==> config.mk <==
export PLATFORM = sky130hd
export DESIGN_NAME = double_sub_arbiter
export DESIGN_NICKNAME = d
export VERILOG_FILES = /design/src/rtl/double_sub_pkg.sv /design/src/rtl/double_sub_rr_pick.sv /design/src/rtl/double_sub_arbiter.sv
export SDC_FILE = /design/constraint.sdc
export NUM_CORES = 1
export LEC_CHECK = 0
export ABC_AREA = 1
export CAP_MARGIN = 25
export CELL_PAD_IN_SITES_DETAIL_PLACEMENT = 1
export CELL_PAD_IN_SITES_GLOBAL_PLACEMENT = 2
export CORE_AREA = 2 2 307 309
export CTS_CLUSTER_SIZE = 28
export DETAILED_ROUTE_END_ITERATION = 16
export DIE_AREA = 0 0 309 311
export PLACE_DENSITY_LB_ADDON = 0.05
export SLEW_MARGIN = 20
export SYNTH_ARGS = -nofsm -noshare
export SYNTH_HDL_FRONTEND = slang
export SYNTH_SLANG_ARGS = --single-unit
==> constraint.sdc <==
create_clock -name clk -period 3.35 [get_ports clk]
set_input_delay 0.5025 -clock clk [delete_from_list [all_inputs] [get_ports clk]]
set_output_delay 0.5025 -clock clk [all_outputs]
set_load 0.03 [all_outputs]
==> src/rtl/double_sub_pkg.sv <==
// Shared types and helpers for the arbiter that time-shares one pipelined FP64 subtractor.
package double_sub_pkg;

   localparam int FP_W     = 64;
   localparam int TAG_ID_W = 3;

   typedef struct packed {
      logic                vld;
      logic [TAG_ID_W-1:0] id;
   } sub_tag_t;

   // Round-robin successor: the requester after ptr, wrapping at n.
   function automatic logic [TAG_ID_W-1:0] rr_next(input logic [TAG_ID_W-1:0] ptr, input int n);
      logic [TAG_ID_W:0] nxt;
      nxt = {1'b0, ptr} + {{TAG_ID_W{1'b0}}, 1'b1};
      if (int'(nxt) >= n) begin
         nxt = '0;
      end
      return nxt[TAG_ID_W-1:0];
   endfunction

endpackage

==> src/rtl/double_sub_rr_pick.sv <==
// Combinational round-robin picker: first set request at or after ptr, as one-hot and index.
module double_sub_rr_pick
   import double_sub_pkg::*;
#(
   parameter int NUM_REQ = 4,
   parameter int ID_W    = $clog2(NUM_REQ)
)
(
   input  logic [NUM_REQ-1:0] req,
   input  logic [ID_W-1:0]    ptr,
   output logic [NUM_REQ-1:0] gnt,
   output logic [ID_W-1:0]    gnt_id
);

   logic [ID_W-1:0] sel;
   logic            found;

   always_comb begin
      gnt    = '0;
      gnt_id = '0;
      found  = 1'b0;
      sel    = '0;
      for (int k = 0; k < NUM_REQ; k++) begin
         sel = ID_W'((int'(ptr) + k) % NUM_REQ);
         if (!found && req[sel]) begin
            found    = 1'b1;
            gnt[sel] = 1'b1;
            gnt_id   = sel;
         end
      end
   end

endmodule

==> src/rtl/double_sub_arbiter.sv <==
// Shares one external pipelined FP64 subtractor among NUM_REQ requesters with round-robin issue,
// a tag pipe that routes results back by requester ID, and a sticky result-valid consistency check.
module double_sub_arbiter
   import double_sub_pkg::*;
#(
   parameter int  NUM_REQ        = 4,
   parameter int  OUTPUT_LATENCY = 1,
   parameter int  ID_W           = $clog2(NUM_REQ),
   localparam int INF_W          = $clog2(OUTPUT_LATENCY + 3)
)
(
   input  logic                    clk,
   input  logic                    rst_n,
   input  logic                    enable,
   input  logic [NUM_REQ-1:0]      req_valid,
   input  logic [NUM_REQ*FP_W-1:0] req_a,
   input  logic [NUM_REQ*FP_W-1:0] req_b,
   output logic [NUM_REQ-1:0]      req_ready,
   output logic                    sub_a_tvalid,
   output logic                    sub_b_tvalid,
   output logic [FP_W-1:0]         sub_a_tdata,
   output logic [FP_W-1:0]         sub_b_tdata,
   input  logic                    sub_result_tvalid,
   input  logic [FP_W-1:0]         sub_result_tdata,
   output logic                    rsp_valid,
   output logic [ID_W-1:0]         rsp_id,
   output logic [FP_W-1:0]         rsp_data,
   output logic [INF_W-1:0]        inflight,
   output logic                    err
);

   localparam int                 DRAIN_W    = $clog2(OUTPUT_LATENCY + 2);
   localparam logic [DRAIN_W-1:0] DRAIN_LOAD = DRAIN_W'(OUTPUT_LATENCY + 1);
   localparam int                 LAST       = OUTPUT_LATENCY - 1;

   logic [ID_W-1:0]    ptr;
   logic [NUM_REQ-1:0] gnt;
   logic [ID_W-1:0]    gnt_id;
   logic [DRAIN_W-1:0] drain_cnt;
   logic               drain_done;
   logic               accept;
   logic [ID_W-1:0]    issue_id;
   sub_tag_t           tag_pipe [OUTPUT_LATENCY];

   double_sub_rr_pick #(
      .NUM_REQ (NUM_REQ),
      .ID_W    (ID_W)
   ) u_pick (
      .req    (req_valid),
      .ptr    (ptr),
      .gnt    (gnt),
      .gnt_id (gnt_id)
   );

   assign drain_done   = (drain_cnt == '0);
   assign req_ready    = (enable && drain_done) ? gnt : '0;
   assign accept       = |(req_valid & req_ready);
   assign sub_b_tvalid = sub_a_tvalid;

   // The subtractor has no reset, so hold off grants and the check until its pipe has flushed.
   always_ff @(posedge clk or negedge rst_n) begin
      if (!rst_n) begin
         drain_cnt <= DRAIN_LOAD;
      end else if (!drain_done) begin
         drain_cnt <= drain_cnt - DRAIN_W'(1);
      end
   end

   always_ff @(posedge clk or negedge rst_n) begin
      if (!rst_n) begin
         ptr          <= '0;
         issue_id     <= '0;
         sub_a_tvalid <= 1'b0;
         sub_a_tdata  <= '0;
         sub_b_tdata  <= '0;
      end else begin
         sub_a_tvalid <= accept;
         if (accept) begin
            ptr         <= ID_W'(rr_next(TAG_ID_W'(gnt_id), NUM_REQ));
            issue_id    <= gnt_id;
            sub_a_tdata <= req_a[int'(gnt_id)*FP_W +: FP_W];
            sub_b_tdata <= req_b[int'(gnt_id)*FP_W +: FP_W];
         end
      end
   end

   // Stage 0 follows the issue register, so the last stage lines up with sub_result_tvalid.
   always_ff @(posedge clk or negedge rst_n) begin
      if (!rst_n) begin
         for (int s = 0; s < OUTPUT_LATENCY; s++) begin
            tag_pipe[s] <= '0;
         end
      end else begin
         tag_pipe[0] <= '{vld: sub_a_tvalid, id: TAG_ID_W'(issue_id)};
         for (int s = 1; s < OUTPUT_LATENCY; s++) begin
            tag_pipe[s] <= tag_pipe[s-1];
         end
      end
   end

   always_ff @(posedge clk or negedge rst_n) begin
      if (!rst_n) begin
         rsp_valid <= 1'b0;
         rsp_id    <= '0;
         rsp_data  <= '0;
         inflight  <= '0;
         err       <= 1'b0;
      end else begin
         rsp_valid <= tag_pipe[LAST].vld;
         if (tag_pipe[LAST].vld) begin
            rsp_id   <= tag_pipe[LAST].id[ID_W-1:0];
            rsp_data <= sub_result_tdata;
         end
         if (accept && !tag_pipe[LAST].vld) begin
            inflight <= inflight + INF_W'(1);
         end else if (!accept && tag_pipe[LAST].vld) begin
            inflight <= inflight - INF_W'(1);
         end
         if (drain_done && (tag_pipe[LAST].vld != sub_result_tvalid)) begin
            err <= 1'b1;
         end
      end
   end

endmodule

==> flow_metrics.py <==
metrics = {
    "place": {
        "gp_congestion": 0.810,
        "port_buffers": 787,
        "dp_cells": 4166,
        "hpwl_um": 66600,
    },
    "cts": {
        "cts_tree": "built",
        "clockRootBuffer": "clkbuf_16",
        "cts.reportedPaths.clkPinSlew_ps": 60,
        "htree_levels": 1,
        "numCtsBuffers": 31,
        "cts_buffer_depth": 3,
        "cts_sinks": 208,
        "clk_latency_ps": 600,
    },
    "yosys": {
        "synth_top_family_by_area": "simple AND/OR/NAND/NOR gates",
        "yosysWarnings": 0,
        "synth.avg_cell_area_um2": 6.20,
        "synth_fp_nets": 2823,
        "muxShareOfSynthArea_pct": 0,
        "synth-simple-area-share_pct": 45.4,
        "synth-seq-cells": 208,
        "synthDistinctLibCells": 29,
        "ys_seq_area_share_pct": 37.6,
        "synth_compound_area_share_pct": 5.35,
        "synth_area_um2": 13800,
        "yosys.area_share.xor_xnor_pct": 0.253,
        "synthCells": 2230,
        "synthAdderAreaFrac_pct": 0.814,
    },
    "worst_setup_path": {
        "start_kind": "flip-flop",
        "path_cells": "inv_1 > ha_1 > inv_2 > nand3_1 > nand2_1 > nor2_4 > nand3_1 > nand3_1 > nand2_1 > inv_1 > buf_12",
        "critPathArrivalTime_ps": 2570,
        "crit_type": "reg -> out",
        "cp_slowest_cell": "dfrtp_2",
        "required_ps": 2850,
        "worstPathMaxFanout": 10,
        "reg2reg_slack_ps": 320,
        "slowest_delay_ps": 440,
        "path_delay_family": "simple AND/OR/NAND/NOR gates",
        "r2r_cells": 17,
        "reg2reg_from": "ptr[1]$_DFFE_PN0N_",
        "endpoint_kind": "output port",
        "path_buf_inv": 4,
        "r2r_end": "sub_a_tdata[14]$_DFFE_PN0N_",
        "cp_common_cell": "nand3_1",
    },
    "floorplan": {
        "die_h_um": 311,
        "dieArea_um2": 96100,
        "rows": 112,
        "ioPinCount": 788,
        "die_x_um": 309,
        "initial_core_util_pct": 14.9,
        "core_region_area_um2": 92800,
    },
    "power": {
        "p_leak_nw": 11.8,
        "vdd.ir_drop.worst_uv": 978,
        "powerDensity_nw_per_um2": 1270,
    },
    "sta": {
        "rsz0062_at_grt": "false",
        "setup_tns_ps": 0,
        "tightest_slew_ps": 787,
        "final_max_slew_viol_count": 0,
        "fmax_ghz": 0.326,
        "finalCritPeriodShare_pct": 91.6,
        "fin_crit_ps": 3070,
        "maxSlewHeadroom_pct": 47.5,
        "hold_viol_final": 0,
        "fin_skew_ps": 29.2,
        "setup_viol": 0,
    },
    "flow_run": {
        "max-cap-violations": 0,
    },
    "layout": {
        "final_nets": 3540,
        "stdcell_count": 4238,
        "fillers": 11400,
        "final_common_cell": "nand2_1",
        "final_cell_mix": "nand2_1 (1134), clkdlybuf4s50_1 (782), nand3_1 (284)",
        "area_growth_pct": 75.7,
        "drive_gt1_share_pct": 4.38,
    },
    "route": {
        "routedWlPerCell_um": 20.5,
        "drc": 0,
        "wl_um": 86700,
        "vias": 17100,
        "drtPass1Iterations": 4,
        "drt-initial-drc-count": 586,
        "viasPerCell": 4.03,
        "ant_nets": 0,
    },
    "hold_path": {
        "holdCritStartpoint": "issue_id[1]$_DFFE_PN0N_",
        "hold_class": "reg -> reg",
        "hold_end": "tag_pipe[1]$_DFF_PN0_",
        "hold_path_depth": 0,
    },
    "global_routing": {
        "grt_start_max_net_pins": 87,
        "grtUsageTotal_pct": 17.5,
        "antenna_found_initial": 30,
        "grt_pass1_wl_um": 126000,
        "overflow": 0,
        "first_global_vias": 18500,
    },
    "run_status": {
        "status": "finished clean",
    },
}
flip-flops by register name (all words and copies together) (netlist names), named ones only:
register	count
sub_a_tdata	64
tag_pipe	3
inflight	2
ptr	1
sub_b_tdata	64
drain_cnt	2
issue_id	2
rsp_data	64
err	1
rsp_id	2
rsp_valid	1
sub_a_tvalid	1
cells by family (layout without fill, tap and decap cells):
family	Yosys count	after routing
buffers and inverters	307	1046
adder cells (fa/ha/maj)	9	9
AND/OR/NAND/NOR	1560	1560
XOR/XNOR	4	4
AO/OA/AOI/OAI	142	142
other	0	15
flip-flops	208	208
timing repair:
| item | CTS | global route |
|---|---|---|
| endpoints found under the hold margin | 76 | 0 |
| pin swaps | 1 | 1 |
| hold buffers | 1 | 0 |
| resized for setup | 2 | 4 |
| setup buffers | 1 | 0 |
| setup endpoints to repair | 4 | 41 |
cells in the mapped netlist:
| cell type | number | area share [%] |
|---|---|---|
| nand2_1 | 1134 | 31 |
| nand3_1 | 284 | 10 |
| dfrtp_1 | 207 | 37 |
| inv_1 | 145 | 3.9 |
| nor2_1 | 130 | 3.5 |
| o21ai_1 | 128 | 4.6 |
| buf_2 | 85 | 3.1 |
| clkbuf_1 | 29 | 0.79 |
| buf_4 | 28 | 1.5 |
| buf_6 | 10 | 0.81 |
| ha_1 | 9 | 0.81 |
| buf_1 | 5 | 0.14 |
| a21boi_0 | 4 | 0.22 |
| nand2_4 | 4 | 0.33 |
| o21ai_0 | 4 | 0.14 |
| xnor2_1 | 4 | 0.25 |
| a21oi_1 | 3 | 0.11 |
| inv_2 | 3 | 0.081 |
| nand2_2 | 3 | 0.14 |
| nand3_2 | 2 | 0.14 |
| a31o_2 | 1 | 0.063 |
| buf_8 | 1 | 0.11 |
| dfstp_2 | 1 | 0.19 |
| inv_4 | 1 | 0.045 |
| nand3_4 | 1 | 0.13 |
| nor2_4 | 1 | 0.081 |
| o21ai_2 | 1 | 0.063 |
| o21ai_4 | 1 | 0.12 |
| or2_2 | 1 | 0.045 |
report_power, final:
part           total, mW  internal (mW)  switching [mW]
logic               23.0           8.06            14.9
registers           4.51           3.79           0.713
clock network       3.32           2.00            1.32
total               30.8           13.9            16.9
through the flow:
step	hold WS [ps]	setup WS, ps	total power, mW	util, %	instance area, um2
finish	380	282	30.8	26.2	24300
global route	399	20.4	34.1	26.2	24300
CTS	381	28.3	31.8	26.1	24200
detailed placement	366	132	28.2	25.0	23200
global placement	366	195	28.1	25.0	23200
floorplan	207	481	18.9	-	13800
area by class of cell:
class / instances / area [um2] / area share [%]
diodes: 15 / 37.5 / 0.154
clock buffers: 44 / 855 / 3.52
clock inverters: 11 / 153 / 0.628
inverters: 149 / 577 / 2.37
multi-input cells: 1715 / 7200 / 29.6
flip-flops and latches: 208 / 5210 / 21.4
well taps: 1254 / 1570 / 6.46
repair buffers: 842 / 8700 / 35.8
routing by layer:
layer  vias up  share of wire, %  track usage [%]
li1       8321                 -                -
met1      8171                38             19.0
met2       473                51             32.0
met3        94               8.7             6.40
met4        36               2.1             3.66
met5         -              0.26                0
worst max-delay path by stage:
stage | slack [ps] | start | depth (start not counted) | endpoint
floorplan | 480 | flip-flop | 19 | inflight[1]$_DFFE_PN0P_
global placement | 190 | req_valid[3] | 18 | sub_a_tdata[58]$_DFFE_PN0N_
detailed placement | 130 | req_valid[1] | 16 | sub_a_tdata[14]$_DFFE_PN0N_
CTS | 30 | ptr[1]$_DFFE_PN0N_ | 12 | req_ready[1]
global route | 20 | ptr[1]$_DFFE_PN0N_ | 18 | sub_b_tdata[26]$_DFFE_PN0N_
finish | 280 | ptr[1]$_DFFE_PN0N_ | 11 | req_ready[1]
Power figures use the tool's default switching activity.
==> RTL change 1: new RTL, same settings <==
The parameter `OUTPUT_LATENCY` goes from 1 to 2.
--- a/src/rtl/double_sub_arbiter.sv
+++ b/src/rtl/double_sub_arbiter.sv
@@ -6,3 +6,3 @@
    parameter int  NUM_REQ        = 4,
-   parameter int  OUTPUT_LATENCY = 1,
+   parameter int  OUTPUT_LATENCY = 2,
    parameter int  ID_W           = $clog2(NUM_REQ),
Interface: changed (resized inflight); port bits go from 788 to 789. The function was not compared with the original's and may differ.
==> RTL change 1 against the unedited design <==
  * Synthesized cell count increased by 0.27%
  * Clock power increased by 3%
  * Wire length increased by 2.5%
  * Final area increased by 0.40%
  * Total power increased by 0.80%
  * Area after synthesis increased by 0.84%
  * Worst setup slack got worse by 0.070 ns
  * Sequential cell count increased by 4
  * Critical path type unchanged
  * Largest power group unchanged
  * Highest routed layer unchanged
==> RTL change 1: results (changes against the unedited design) <==
Hold Crit Start tag_pipe[4]; pre-CTS setup slack -0.0336 ns (-0.165 ns); Synth Net Count 2,830 (+0.25%); maximum VDD drop 1.23 mV (+26%); worst min-delay path class reg -> reg; Setup Skew 0.0580 ns (+0.0288 ns); PortBufs 788 (+0.13%); Fmax 319 MHz (-2.2%); met1 usage 19.6% (+0.60 points); CTS clk-pin slew, worst paths 0.06 ns (about the same); drt first pass iters 4 (unchanged); count of cell types in the netlist 31 (+6.9%); root buf cell clkbuf_16; Area contributors post-synth dfrtp_1 (38%), nand2_1 (31%), nand3_1 (10%); CTS Buf Count 30 (-3.2%); routing usage on met2 32.5% (+0.48 points); switching power 17.1 mW (+0.93%); Hold Crit Depth 0 (unchanged); Worst path slowest cell dfrtp_1; crit path to req_ready[0]; initial antenna violation count 37 (+23%); clk_lat worst skew 0.62 ns (+0.02 ns); DR vias 17,200 (+0.60%); met3 Track Usage GR 6.16% (-0.25 points); Async S/R FF share, synth 100% (unchanged); HPWL Detailed 67.5 mm (+1.3%); Startpoint Class flop; Tot GR Track Use 18.0% (+0.50 points); Largest regs rsp_data (64), sub_a_tdata (64), sub_b_tdata (64); largest net degree at the start of global routing 135 (+55%); Final nets 3,546 (+0.17%); GPL Wtd Cong 0.817 (+0.80%); final WL 88.8 mm (+2.5%); status completed; final hold violation count 0 (unchanged); Crit path largest cell delay 0.40 ns (-0.04 ns); clk buf depth 3 (unchanged); row cnt 112 (unchanged); worst r2r dst inflight[2]; DRT iter0 DRCs 747 (+27%); Pleak 11.8 nW (+0.31%); Cell Area, Placed 23,300 um2 (+0.27%); layout cells sized above 1 4.30% (-0.078 points); critical path arrival 2.64 ns (+0.07 ns); flop2flop setup slack 0.22 ns (-0.10 ns); fill count 11,300 (-0.097%); worst-case reg-to-reg path depth 19 (+2); Max FO, Critical Path 5 (-5); first-pass GRT wire length 128 mm (+2.1%); vias in the first global route 18,600 (+0.30%); Slew headroom 36.5% (-11 points); Synth warnings 0 (unchanged); Seq/Total Area, Yosys 38.1% (+0.41 points); Clock H-tree levels 1 (unchanged); Commonest cells post-synth nand2_1 (1,135), nand3_1 (284), dfrtp_1 (210), inv_1 (145), nor2_1 (130); top_reg_cell synth dfrtp_1
[RTL change 1: cell types whose count changed after synthesis, moves of 2 or more]
cell,change
buf_2,+10
buf_4,-7
dfrtp_1,+3
buf_1,-2
[RTL change 1: metrics by stage]
stage	TNS [ns]	instances	util, %	total power, mW
floorplan	0	2236	-	18.9
CTS	0	4230	26.2	32.3
global route	0	4245	26.3	34.4
finish	0	4251	26.3	31.0
global placement	-0.0665	4173	25.1	28.4
detailed placement	-0.0336	4173	25.1	28.6
[RTL change 1: worst min path at each step]
| stage | to | slack (ns) |
|---|---|---|
| global route | tag_pipe[1] | 0.36 |
| global placement | tag_pipe[0] | 0.33 |
| finish | tag_pipe[0] | 0.35 |
| detailed placement | tag_pipe[0] | 0.34 |
| floorplan | asynchronous set/reset pin | 0.21 |
| CTS | tag_pipe[0] | 0.35 |
[RTL change 1: kinds of logic after synthesis]
logic type,after synthesis,synth area share (%)
buf+inv,307,10.3
xor+xnor,4,0.251
mux,1,0.0807
flops,212,38.1
simple gates,1560,45.0
compound gates,142,5.30
fa+ha+maj,10,0.951
[RTL change 1: power groups by stage]
stage	clock network (mW)	registers, mW	logic [mW]
floorplan	0	6.71	12.2
global placement	0	4.54	23.9
detailed placement	0	4.57	24.0
CTS	3.62	4.55	24.1
global route	3.67	4.70	26.0
finish	3.42	4.53	23.1
[RTL change 1: final cells by class]
class	count	area, um2	area share (%)
multi-input cells	1717	7230	29.6
inverters	149	574	2.35
flip-flops and latches	212	5310	21.8
repair buffers	842	8620	35.3
well taps	1254	1570	6.43
clock inverters	7	135	0.554
clock buffers	49	912	3.74
diodes	21	52.6	0.215
[RTL change 1: per-layer routing]
layer	share of wire, %	wire (um)	vias to the layer above
met3	7.9	7000	104
met4	2.2	1950	36
met1	38	34000	8237
li1	-	-	8351
met5	0.25	226	-
met2	51	45700	470
[RTL change 1: worst max-delay path, delay by kind of cell (launching register included)]
kind,cells,cell delay [ns]
buffers and inverters,6,0.75
DFF,1,0.40
adders and majority gates,1,0.36
and+or+nand+nor,6,0.50
[RTL change 1: repair_timing]
action / 4_1_cts / 5_1_grt
resized for setup: 0 / 1
buffers inserted: 0 / 0
hold buffers: 1 / 0
endpoints found under the setup margin: 0 / 4
hold endpoints to repair: 65 / 0
==> RTL change 2: new RTL, same flow settings <==
Without the edit above. Make the reset (`rst_n`) synchronous in 4 clocked blocks.
--- a/src/rtl/double_sub_arbiter.sv
+++ b/src/rtl/double_sub_arbiter.sv
@@ -60,3 +60,3 @@
    // The subtractor has no reset, so hold off grants and the check until its pipe has flushed.
-   always_ff @(posedge clk or negedge rst_n) begin
+   always_ff @(posedge clk) begin
       if (!rst_n) begin
@@ -68,3 +68,3 @@
 
-   always_ff @(posedge clk or negedge rst_n) begin
+   always_ff @(posedge clk) begin
       if (!rst_n) begin
@@ -87,3 +87,3 @@
    // Stage 0 follows the issue register, so the last stage lines up with sub_result_tvalid.
-   always_ff @(posedge clk or negedge rst_n) begin
+   always_ff @(posedge clk) begin
       if (!rst_n) begin
@@ -100,3 +100,3 @@
 
-   always_ff @(posedge clk or negedge rst_n) begin
+   always_ff @(posedge clk) begin
       if (!rst_n) begin
Behaviour: differs if rst_n is asserted again (counterexample within 4 cycles, from zero or initial values and one cycle with rst_n low); with rst_n held inactive, the same outputs for 4 cycles.
==> RTL change 2 against the unedited design <==
  * Critical path depth increased by 3
  * Sequential cell count unchanged
  * Wire length increased by 1.4%
  * Register-to-register slack got worse by 0.15 ns
  * Maximum frequency decreased by 3.5%
  * Area after synthesis decreased by 10%
  * Worst setup slack got worse by 0.11 ns
  * Worst hold slack got worse by 0.068 ns
  * Final area decreased by 5.6%
  * Largest cell class unchanged
Power is not compared: it rests on default switching activity, and its combinational part moved more than twofold at a synthesized area within 25%.
==> RTL change 2: results (changes against the unedited design) <==
WHS Endpoint sub_b_tdata[53]; count of cell types in the netlist 25 (-14%); Cell Area, Placed 21,900 um2 (-5.7%); Final nets 3,316 (-6.3%); critical path arrival 3.71 ns (+1.14 ns); Commonest cells post-synth nand2_1 (421), nor2_1 (393), dfxtp_1 (208), o21ai_0 (201), nand3_1 (158); worst r2r dst ptr[1]; vias in the first global route 17,200 (-7.0%); pre-CTS setup slack -0.203 ns (-0.334 ns); Setup Skew 0.0176 ns (-0.0117 ns); HPWL Detailed 69.2 mm (+4.0%); DRT iter0 DRCs 634 (+8.2%); Slew headroom 52.7% (+5.1 points); worst min-delay path class in -> reg; placed insts 3,944 (-5.3%); worst-case reg-to-reg path depth 14 (-3); Max FO, Critical Path 33 (+23); largest net degree at the start of global routing 85 (-2.3%); WL/cell 21.9 um (+7.0%); status completed; Hold Crit Depth 3 (+3); Async S/R FF share, synth 0% (-100 points); flop2flop setup slack 0.17 ns (-0.15 ns); initial antenna violation count 41 (+37%); Area contributors post-synth dfxtp_1 (34%), nand2_1 (13%), nor2_1 (12%)
-- RTL change 2: cell count changes after synthesis, sizes merged, moves of 4 or more --
| cell | change |
|---|---|
| a21oi | +137 |
| buf | -20 |
| clkbuf | +29 |
| dfrtp | -207 |
| dfxtp | +208 |
| inv | +7 |
| nand2 | -713 |
| nand3 | -128 |
| nor2 | +264 |
| o211ai | +128 |
| o21ai | +68 |
| xnor2 | -4 |
-- RTL change 2: area by class of cell --
cell class                      instances  area (um2)
Antenna cell                           22        55.1
Clock buffer                           40         870
Clock inverter                         10         104
Fill cell                           11300       69800
Inverter                              156         588
Multi-Input combinational cell       1468        6840
Sequential cell                       208        4170
Tap cell                             1254        1570
Timing Repair Buffer                  858        8750
-- RTL change 2: repair_timing --
item | 4_1_cts | 5_1_grt
buffers inserted | 0 | 0
resized for setup | 14 | 4
setup endpoints to repair | 4 | 25
-- RTL change 2: logic make-up (layout without fill, tap and decap cells) --
logic type | count (synthesis) | in the layout | synth area share [%]
AND/OR/NAND/NOR | 983 | 983 | 31.6
AO/OA/AOI/OAI | 475 | 475 | 22.0
buffers and inverters | 323 | 1064 | 12.0
flip-flops | 208 | 208 | 33.5
adder cells (fa/ha/maj) | 9 | 9 | 0.907
XOR/XNOR | 1 | 1 | 0.0705
other | 0 | 22 | 0
-- RTL change 2: how the worst max path moves through the flow --
stage,cells after the start,slack (ns),start,to
after global placement,15,-0.13,req_valid[2],ptr[1]
final,14,0.17,ptr[1],ptr[1]
after global routing,11,0.02,ptr[1],req_ready[3]
after floorplan,21,0.44,flop,inflight[1]
after detailed placement,14,-0.20,req_valid[1],ptr[1]
after CTS,11,0.006,ptr[1],req_ready[0]
-- RTL change 2: metrics by stage --
step	TNS (ns)	hold WS, ns	util, %
floorplan	0	0.400	-
global placement	-0.243	0.422	23.6
detailed placement	-3.58	0.431	23.6
CTS	0	0.292	24.7
global route	0	0.325	24.7
finish	0	0.312	24.7
-- RTL change 2: power breakdown --
part / internal (mW) / switching, mW
Combinational: 2.79 / 4.36
Sequential: 2.80 / 0.164
Clock: 1.95 / 1.33
Total: 7.54 / 5.85
-- RTL change 2: per-layer routing --
metal	up-vias	global-route usage, %	wire length [um]
li1	7974	-	-
met3	106	5.57	6600
met2	468	32.8	45700
met4	40	4.63	1870
met1	7637	19.0	33400
met5	-	0	281
-- RTL change 2: critical path, cell delays in order, from the launching register on --
cell     delay [ns]
dfxtp_1        0.34
inv_2          0.10
ha_2           0.40
inv_2          0.08
nand3_1        0.09
nand2_1        0.09
nor2_4         0.20
buf_4          0.18
nand3_1        0.13
a31oi_4        0.26
buf_12         0.26
buf_4          0.18
xor2_1         0.50
nand2_1        0.13
a21oi_1        0.14
